[src/rtl/cai_prescaler_pkg.sv]
// Shared encodings for the CAI prescaler: FSM states and run modes.
package cai_prescaler_pkg;

    typedef enum logic {
        ST_IDLE = 1'b0,
        ST_RUN  = 1'b1
    } state_t;

    localparam logic MODE_FREE  = 1'b0;
    localparam logic MODE_BURST = 1'b1;

endpackage

[src/rtl/cai_prescaler_if.sv]
// Control/status bundle between a run controller and the CAI prescaler.
interface cai_prescaler_if #(
    parameter int DIV_W   = 8,
    parameter int BURST_W = 8
);
    logic               start;
    logic               stop;
    logic               mode;
    logic [DIV_W-1:0]   div;
    logic [BURST_W-1:0] burst;
    logic               stop_on_cao;
    logic               cao_in;
    logic               cai;
    logic               busy;
    logic               done;
    logic               ovf;

    modport master (
        output start, stop, mode, div, burst, stop_on_cao, cao_in,
        input  cai, busy, done, ovf
    );

    modport slave (
        input  start, stop, mode, div, burst, stop_on_cao, cao_in,
        output cai, busy, done, ovf
    );
endinterface

[src/rtl/cai_prescaler_div_cnt.sv]
// Prescale counter: counts 0..P-1 and wraps, P = max(div, 1); term flags the last count.
module cai_div_cnt #(
    parameter int W = 8
) (
    input  logic         clk,
    input  logic         rst_n,
    input  logic         clr,
    input  logic [W-1:0] div,
    output logic         term
);
    logic [W-1:0] pc;
    logic [W-1:0] p_m1;

    // A divisor of zero behaves as one, so the terminal count is 0 in both cases.
    assign p_m1 = (div == '0) ? '0 : div - W'(1);
    assign term = (pc == p_m1);

    always_ff @(posedge clk or negedge rst_n) begin
        if (!rst_n) begin
            pc <= '0;
        end else if (clr || term) begin
            pc <= '0;
        end else begin
            pc <= pc + W'(1);
        end
    end
endmodule

[src/rtl/cai_prescaler.sv]
// Count-enable generator for a cascaded counter chain: periodic CAI pulses, free-run or burst.
//   state   | meaning
//   IDLE    | waiting for START; CAI low, DONE may pulse after a run ends
//   RUN     | prescaler counting; CAI pulses every P clocks
module cai_prescaler
    import cai_prescaler_pkg::*;
#(
    parameter int DIV_W   = 8,
    parameter int BURST_W = 8
) (
    input logic            CLK,
    input logic            CDN,
    cai_prescaler_if.slave bus
);
    state_t             state;
    state_t             state_nx;
    logic [DIV_W-1:0]   divl;
    logic [BURST_W-1:0] bc;
    logic               model;
    logic               socl;
    logic               done;
    logic               done_nx;
    logic               ovf;
    logic               accept;
    logic               term;
    logic               cai;
    logic               pc_clr;

    assign cai = (state == ST_RUN) && term;

    always_comb begin
        state_nx = state;
        done_nx  = 1'b0;
        accept   = 1'b0;
        unique case (state)
            ST_IDLE: begin
                if (bus.start && !bus.stop) begin
                    accept = 1'b1;
                    // An empty burst finishes immediately without ever entering RUN.
                    if (bus.mode == MODE_BURST && bus.burst == '0) begin
                        done_nx = 1'b1;
                    end else begin
                        state_nx = ST_RUN;
                    end
                end
            end
            ST_RUN: begin
                if (bus.stop
                    || (cai && bus.cao_in && socl)
                    || (cai && model == MODE_BURST && bc == BURST_W'(1))) begin
                    state_nx = ST_IDLE;
                    done_nx  = 1'b1;
                end
            end
            default: state_nx = ST_IDLE;
        endcase
    end

    assign pc_clr = !(state == ST_RUN && state_nx == ST_RUN);

    cai_div_cnt #(.W(DIV_W)) u_div_cnt (
        .clk   (CLK),
        .rst_n (CDN),
        .clr   (pc_clr),
        .div   (divl),
        .term  (term)
    );

    always_ff @(posedge CLK or negedge CDN) begin
        if (!CDN) begin
            state <= ST_IDLE;
            done  <= 1'b0;
            ovf   <= 1'b0;
            divl  <= '0;
            bc    <= '0;
            model <= MODE_FREE;
            socl  <= 1'b0;
        end else begin
            state <= state_nx;
            done  <= done_nx;
            if (accept) begin
                divl  <= bus.div;
                bc    <= bus.burst;
                model <= bus.mode;
                socl  <= bus.stop_on_cao;
                ovf   <= 1'b0;
            end else if (state == ST_RUN) begin
                if (cai && model == MODE_BURST) begin
                    bc <= bc - BURST_W'(1);
                end
                if (cai && bus.cao_in && !socl) begin
                    ovf <= 1'b1;
                end
            end
        end
    end

    assign bus.cai  = cai;
    assign bus.busy = (state == ST_RUN);
    assign bus.done = done;
    assign bus.ovf  = ovf;
endmodule

[src/flat_wrapper.sv]
// flat-port wrapper written by rule: the top's interface ports become plain ports
module cai_prescaler_flat import cai_prescaler_pkg::*;
#(
    parameter int DIV_W   = 8,
    parameter int BURST_W = 8
)
  (CLK, CDN, bus_start, bus_stop, bus_mode, bus_div, bus_burst, bus_stop_on_cao, bus_cao_in, bus_cai, bus_busy, bus_done, bus_ovf);
  cai_prescaler_if #(.DIV_W(DIV_W), .BURST_W(BURST_W)) bus_i ();
  input logic CLK;
  input logic CDN;
  input wire logic [$bits(bus_i.start)-1:0] bus_start;
  input wire logic [$bits(bus_i.stop)-1:0] bus_stop;
  input wire logic [$bits(bus_i.mode)-1:0] bus_mode;
  input wire logic [$bits(bus_i.div)-1:0] bus_div;
  input wire logic [$bits(bus_i.burst)-1:0] bus_burst;
  input wire logic [$bits(bus_i.stop_on_cao)-1:0] bus_stop_on_cao;
  input wire logic [$bits(bus_i.cao_in)-1:0] bus_cao_in;
  output wire logic [$bits(bus_i.cai)-1:0] bus_cai;
  output wire logic [$bits(bus_i.busy)-1:0] bus_busy;
  output wire logic [$bits(bus_i.done)-1:0] bus_done;
  output wire logic [$bits(bus_i.ovf)-1:0] bus_ovf;
  assign bus_i.start = bus_start;
  assign bus_i.stop = bus_stop;
  assign bus_i.mode = bus_mode;
  assign bus_i.div = bus_div;
  assign bus_i.burst = bus_burst;
  assign bus_i.stop_on_cao = bus_stop_on_cao;
  assign bus_i.cao_in = bus_cao_in;
  assign bus_cai = bus_i.cai;
  assign bus_busy = bus_i.busy;
  assign bus_done = bus_i.done;
  assign bus_ovf = bus_i.ovf;
  cai_prescaler #(.DIV_W(DIV_W), .BURST_W(BURST_W)) u_core (.CLK(CLK), .CDN(CDN), .bus(bus_i));
endmodule
[config.mk]
export PLATFORM = sky130hd
export DESIGN_NAME = cai_prescaler_flat
export DESIGN_NICKNAME = d
export VERILOG_FILES = /design/src/rtl/cai_prescaler_pkg.sv /design/src/rtl/cai_prescaler_if.sv /design/src/rtl/cai_prescaler_div_cnt.sv /design/src/rtl/cai_prescaler.sv /design/src/flat_wrapper.sv
export SDC_FILE = /design/constraint.sdc
export NUM_CORES = 1
export LEC_CHECK = 0
export ABC_AREA = 1
export CAP_MARGIN = 40
export CELL_PAD_IN_SITES_DETAIL_PLACEMENT = 1
export CELL_PAD_IN_SITES_GLOBAL_PLACEMENT = 1
export CORE_UTILIZATION = 39
export CTS_CLUSTER_SIZE = 8
export DETAILED_ROUTE_END_ITERATION = 6
export PLACE_DENSITY_LB_ADDON = 0.1
export SLEW_MARGIN = 20
export SYNTH_ARGS = -nofsm -noshare
export SYNTH_HDL_FRONTEND = slang
export SYNTH_SLANG_ARGS = --single-unit
[constraint.sdc]
create_clock -name CLK -period 3 [get_ports CLK]
set_clock_uncertainty 0.05 [all_clocks]
set_input_delay 0.9 -clock CLK [delete_from_list [all_inputs] [get_ports CLK]]
set_output_delay 0.9 -clock CLK [all_outputs]
set_load 0.005 [all_outputs]
# Word level (Yosys, flattened, before mapping)
# Cells that the tools add are included.
[totals]
reg_bits = 29
input_bits = 23
output_inout_bits = 4
word_cells = 54
[classes]
addsub = 3
n_eq_ne = 2
muxes = 18
bitwise = 1
reduce_logical = 22
[ops]
columns = ["cell", "count"]
rows = [
  ["8-bit 2-to-1 mux", 5],
  ["8-bit zero test", 2],
  ["8-bit by 1-bit subtractor with 8-bit output, second input constant", 2],
  ["1-bit 2-to-1 mux", 11],
  ["1-bit logical AND", 9],
  ["8-bit by 1-bit adder with 8-bit output, second input constant", 1],
  ["8-bit by 1-bit equality test with 1-bit output, second input constant", 1],
  ["8-bit equality test", 1],
  ["2-bit nonzero test", 3],
  ["1-bit one-hot mux with 2 select lines", 2],
  ["2-bit AND reduction", 2],
  ["1-bit zero test", 3],
  ["1-bit logical OR", 3],
  ["1-bit NOT", 1],
]

# Logic depth before layout (Yosys ltp)
[logic_depth]
depth_word = 14
depth_mapped = 16
depth_no_buf = 16

# By module
# A second synthesis with hierarchy kept.
[hier_totals]
hier_cells = 277
hier_area_um2 = 1905.6
[modules_own_cells]
columns = ["module", "instances", "cells_per_inst", "area_each_um2", "seq_area_each_um2"]
rows = [
  ["cai_prescaler", 1, 154, 1144.8, 525.5],
  ["cai_div_cnt", 1, 123, 760.7, 200.2],
]

# Worst setup path after synthesis
# No wires, ideal clock.
[synth_timing]
kind = "flip-flop to output port"
startpoint = "reg u_core.divl[0]"
endpoint = "out bus_cai"
arrival_ps = 1653
required_time_ps = 2050
slack_ps = 397
stages_incl_launch_ff = 11
n_path_buf = 0
path_cell_list = "dfrtp_1 -> inv_1 -> ha_1 -> nand2_1 -> nor2_2 -> nand2_4 -> nand4_1 -> nand2_1 -> nor3_1 -> nand4_1 -> nor2_1"
[synth_via]
elab_chain_cells = 4
elab_cells_between_ends = 5
classes_between = "add/sub (1); eq/ne (1); mux (1); reduce/logical (2)"
[synth_lines]
columns = ["item", "line_no", "rtl"]
rows = [
  ["from (decl)", "cai_prescaler.sv:17", "logic [DIV_W-1:0] divl;"],
  ["from (signal assigned)", "cai_prescaler.sv:82", "divl <= bus.div;"],
  ["8-bit by 1-bit subtractor with 8-bit output / 8-bit zero test (equally long branches)", "cai_prescaler_div_cnt.sv:15", "assign p_m1 = (div == '0) ? '0 : div - W'(1);"],
  ["8-bit 2-to-1 mux *", "cai_prescaler_div_cnt.sv:15", ""],
  ["8-bit equality test *", "cai_prescaler_div_cnt.sv:16", "assign term = (pc == p_m1);"],
  ["1-bit logical AND *", "cai_prescaler.sv:29", "assign cai = (state == ST_RUN) && term;"],
  ["to (decl)", "flat_wrapper.sv:18", "output wire logic [$bits(bus_i.cai)-1:0] bus_cai;"],
]
# Every way passes the cells marked *; elsewhere a longest branch is shown, timed or not.

# Worst setup path after layout
[layout_timing]
startpoint = "reg u_core.divl[1]"
endpoint = "out bus_cai"
# The elaborated chain is that of the path after synthesis.

==> results.txt <==
DRC - 2
Slew @ Worst Pin - 613 ps
Worst-case clock buffer depth - 2
DR WL/cell - 16.1 um
Area leader, netlist - dfrtp_1
Xor and xnor fraction of the mapped netlist area - 0.0615
Largest family of logic cells by synthesized area - simple AND/OR/NAND/NOR gates
Register-to-Register Setup Slack - 120 ps
Worst hold stages - 1
Vias in the first global route - 2,028
Top_reg_cell synth - dfrtp_1
Synth Register Bits - 29
Area contributors post-synth - dfrtp_1 40%, nand2_1 15%, nand3_1 6.6%
First drt pass iteration count - 6
Post-layout util - 0.592
Syn_nets - 276
Num Clock Sinks - 29
First-pass GRT wire length - 9980 um
Pleak - 1.22 nW
WS Path Type - flip-flop to output pin
Die H - 70.5 um
Io pins - 27
Simple logic cell fraction of the synthesized area - 0.370
Clk Latency, worst-skew pair - 290 ps
Worst vdd ir - 0.317 mV
Setup violators final - 1
Worst-path clk slew - 60 ps
Async S/R FF share, synth - 1.00
Fin worst setup slack - -14.4 ps
Setup WS pre-CTS - -161 ps
Layout cell share with drive strength beyond 1 - 0.289
Tcrit/Tclk final - 1.00
Fmax - 332 MHz
Syn Area/Cell - 7.36 sq um
Root buf cell - clkbuf_8
Initial core utilization - 0.412
R2r endpoint - u_core.u_div_cnt.pc[6]
Outcome - complete, but fails checks
Setup TNS - -14.4 ps
GP Congestion - 0.781
Final wirelength - 5920 um
Synth top area share - 0.396
Worst Hold Path EP - u_core.bus.ovf
CP startpoint kind - flip-flop
Inserted Diodes - 0
Area delta synth->final - 43.6%
Max FO, Critical Path - 5
Adder-Cell Fraction of Synth Area - 0.0273
# hold bufs at CTS - 0
Grt total ovfl - 0
PortBufs - 26
Netlist Area Pre-Place - 1830 sq um
Die Width - 70.5 um
Critical Path RT - 2050 ps
Fin crit period - 3010 ps
DRT iter0 DRCs - 55
Post-synthesis mux area share - 0
Register area share after synthesis - 0.396
Reg2reg path depth - 21
Relative slew slack - 0.588
Routed Antenna Nets - 0
Min-Delay Startpoint - u_core.socl
TritonCTS clock tree - built
Syn. warnings - 0
Post-synth EDFFs - 0
H-tree levels - 2
Setup repair after global routing missed its margin - yes
Worst Setup End Kind - output pin
TritonCTS Buffers - 5
Die ar. - 4980 sq um
CP arrival - 2060 ps
Hold Crit Class - flip-flop to flip-flop
Synth Area in Compound Gates - 0.0738
Power density cells - 612 nW/um^2
Core ar. - 4440 sq um
FP Rows - 24
Vias per inst - 5.16
Routed via count - 1,892
R2r startpoint - u_core.divl[1]
Failing checks - design-rule violations, negative setup slack
# nets final - 341
Max-cap violations - 0
Slew Limit Fails - 0
Largest net degree at the start of global routing - 30
Cells after Synth - 249
Dpl hpwl - 3660 um
Fin. Hold Viols - 0
Synth cell types - 31
Gr usage total - 0.262
Initial antenna violation count - 0
worst max-delay path, stage by stage, from the launching register on:
cell     delay [ps]
dfrtp_1         390
inv_2            70
ha_4            180
nand2_4          70
nor2_4           40
buf_4           120
nand2_2          80
nand2_1          90
nand2_1          80
nand2_1          80
nor2_1          110
nand4_1         160
nor2_2          160
buf_2           130
how the worst max path moves through the flow:
stage | from | endpoint | slack, ps | depth (start not counted)
after floorplan | u_core.divl[0] | bus_cai | 400 | 10
after global placement | u_core.divl[1] | bus_cai | -110 | 11
after detailed placement | u_core.divl[0] | bus_cai | -160 | 11
after CTS | u_core.divl[1] | u_core.u_div_cnt.pc[0] | 2 | 22
after global routing | u_core.divl[1] | bus_cai | -130 | 11
final | u_core.divl[1] | bus_cai | -10 | 13
repair_timing:
item                                    CTS  global route
endpoints found under the setup margin    1            20
gates cloned                              1             0
gates resized for setup                  29            16
setup buffers                            25             2
hold endpoints to repair                  0             0
pin swaps                                21            17
synth_stat cells, types with 4 or more instances:
| library cell | count |
|---|---|
| ha_1 | 4 |
| nor3_1 | 4 |
| nor2_2 | 5 |
| nand4_1 | 7 |
| o21ai_0 | 11 |
| nand2_1 | 71 |
| nand2_2 | 4 |
| dfrtp_1 | 29 |
| inv_1 | 26 |
| nor2_1 | 27 |
| xor2_1 | 8 |
| nand3_1 | 24 |
metrics by stage:
step	instances	hold slack (ps)	power [mW]	cell area, sq um
2_1_floorplan	249	396	0.887	1830
3_3_place_gp	339	430	1.07	2250
3_5_place_dp	339	430	1.10	2250
4_1_cts	370	440	1.58	2610
5_1_grt	367	470	1.72	2630
6_report	367	433	1.61	2630
kinds of logic after synthesis:
family / count (synthesis)
compound gates: 22
xor+xnor: 12
fa+ha+maj: 4
buf+inv: 33
flops: 29
simple gates: 149
metal layers:
| metal | part of all wire | wire (um) | global-route usage | vias to the layer above |
|---|---|---|---|---|
| li1 | - | - | - | 931 |
| met1 | 0.47 | 2800 | 0.345 | 926 |
| met2 | 0.49 | 2900 | 0.428 | 26 |
| met3 | 0.020 | 120 | 0.0499 | 9 |
| met4 | 0.017 | 99 | 0.102 | 0 |
| met5 | 0 | 0 | 0 | - |
state kept, by name, summed over array words and instances (netlist names):
signal	count
u_core.bus.ovf	1
u_core.bus.busy	1
u_core.bc	8
u_core.bus.done	1
u_core.socl	1
u_core.u_div_cnt.pc	8
u_core.divl	8
u_core.model	1
where the power goes:
part,total [mW],switching (mW),internal (mW)
Sequential,0.549,0.0846,0.464
Combinational,0.697,0.378,0.319
Clock,0.365,0.158,0.207
placed cells by master, fill, tap and decap left out, types with 7 or more instances in the layout:
cell type and count:
buf_4 33, clkbuf_8 7, clkdlybuf4s50_1 25, dfrtp_1 26
inv_1 22, nand2_1 63, nand2_2 11, nand3_1 24
nand4_1 7, nor2_1 17, nor2_2 9, nor2_4 7
o21ai_0 11, xor2_1 8
cell type report:
type,count,area (sq um)
fillers,556,1810
multi-input cells,188,1100
flip-flops and latches,29,729
repair buffers,61,526
inverters,29,109
clock buffers,7,96.3
well taps,52,65.1
clock inverters,1,5.00
Note: power is estimated with default switching activity, not from simulation.
==> patch 1: new RTL, same settings <==
`BURST_W` is set to 8 in 3 places; all go to 12.
--- a/src/rtl/cai_prescaler_if.sv
+++ b/src/rtl/cai_prescaler_if.sv
@@ -3,3 +3,3 @@
     parameter int DIV_W   = 8,
-    parameter int BURST_W = 8
+    parameter int BURST_W = 12
 );
--- a/src/rtl/cai_prescaler.sv
+++ b/src/rtl/cai_prescaler.sv
@@ -8,3 +8,3 @@
     parameter int DIV_W   = 8,
-    parameter int BURST_W = 8
+    parameter int BURST_W = 12
 ) (
--- a/src/flat_wrapper.sv
+++ b/src/flat_wrapper.sv
@@ -4,3 +4,3 @@
     parameter int DIV_W   = 8,
-    parameter int BURST_W = 8
+    parameter int BURST_W = 12
 )
Interface: changed (resized bus_burst); port bits go from 27 to 31. The function was not compared with the original's and may differ.
==> patch 1 against the unedited design <==
The flow finishes with violations (negative setup slack). Design area increased by 25%. Die area increased by 19%. Total power increased by 26%. Routed wire length increased by 37%. Worst setup slack got worse by 0.14 ns. Count of clock-buffer cells in the layout decreased by 1. Synthesized area increased by 19%. Global-route usage increased by 1.5 points. Sequential cell count increased by 4. Non-clock buffer count increased by 21. Largest power group unchanged.
==> patch 1: results (changes against the unedited design) <==
* Status: finished, violations left
* Post-DP HPWL at 4.68 mm (+28%)
* Synth area leaders: dfrtp_1 38%, nand2_1 14%, inv_1 7.6%
* Post-Place Cells at 426 (+26%)
* Top Registers: u_core.bc (12), u_core.divl (8), u_core.u_div_cnt.pc (8)
* Pre-antenna DRT Iters at 4 (-2)
* Failing checks: negative setup slack
* Pre-CTS setup slack at -0.274 ns (-0.113 ns)
* Measured slew at the worst slew-check pin at 0.465 ns (-0.148 ns)
* Netlist cell types at 29 (-6.5%)
* # port buffers at 30 (+15%)
* Final setup violation count at 1 (unchanged)
* Largest net degree at the start of global routing at 34 (+13%)
* Iteration-0 DRC Markers at 105 (+91%)
* Vias in the first global route at 2544 (+25%)
* Layout cell share with drive strength beyond 1 at 0.325 (+0.0359)
* Complex-gate fraction of the synthesized area at 0.114 (+0.0407)
* Fill count at 634 (+14%)
* Drt total wl at 8.09 mm (+37%)
* XOR/XNOR share of the synthesized area at 0.0521 (-0.00939)
* Adder-cell share of the synthesized area at 0.0229 (-0.00443)
* Final WS setup at -0.155 ns (-0.140 ns)
* Post-DP Area at 2710 um2 (+20%)
* Register area share after synthesis at 0.378 (-0.0184)
* Cells after Synth at 308 (+24%)
* Leak at 0.00151 uW (+23%)
* Worst vdd rail ir drop at 0.000323 V (+1.8%)
* Worst Path Max Fanout at 4 (-1)
* GR Util All Layers at 0.277 (+0.0148)
* Fin nets at 422 (+24%)
patch 1: changes by cell type after synthesis, sizes merged, moves of 4 or more:
cell   unedited run  this run
nor2             33        42
nand3            26        21
nand2            76        86
inv              28        45
dfrtp            29        33
o21ai            13        34
patch 1: worst max-delay path: cells and delay by family (launching register included):
kind | cells | cell delay [ns]
XOR/XNOR | 1 | 0.17
adder cells (fa/ha/maj) | 1 | 0.16
buffers and inverters | 5 | 0.52
flip-flops | 1 | 0.40
AND/OR/NAND/NOR | 7 | 0.67
patch 1: final cells by class:
type / count / area [um2] / share of cell area
timing repair buffer: 82 / 727 / 0.221
sequential: 33 / 827 / 0.252
inverter: 45 / 169 / 0.0514
clock buffer: 6 / 82.6 / 0.0251
tap: 70 / 87.6 / 0.0266
multi-input combinational: 224 / 1390 / 0.422
clock inverter: 1 / 7.51 / 0.00228
patch 1: metal layers:
layer / vias up / part of all wire / global-route usage
li1: 1147 / - / -
met1: 1221 / 0.41 / 0.338
met2: 64 / 0.52 / 0.479
met3: 20 / 0.041 / 0.0440
met4: 0 / 0.025 / 0.117
met5: - / 0 / 0
patch 1: worst paths after layout:
path / end / slack, ns / startpoint
max: bus_cai / -0.15 / u_core.divl[0]
min: u_core.bus.ovf / 0.44 / u_core.bus.ovf
max reg2reg: u_core.u_div_cnt.pc[2] / 0.13 / u_core.divl[4]
min reg2reg: u_core.bus.ovf / 0.44 / u_core.bus.ovf
max in group asynchronous: u_core.divl[3] / 1.58 / CDN
min in group asynchronous: u_core.u_div_cnt.pc[5] / 0.97 / CDN
patch 1: power by group:
part           switching [uW]  internal [uW]  total, uW
Clock                     179            182        361
Sequential                102            538        639
Combinational             567            459       1030
patch 1: repair_timing:
action	in CTS	in global routing
gates resized for setup	38	48
setup buffers	27	8
pin swaps	21	28
setup endpoints to repair	1	12
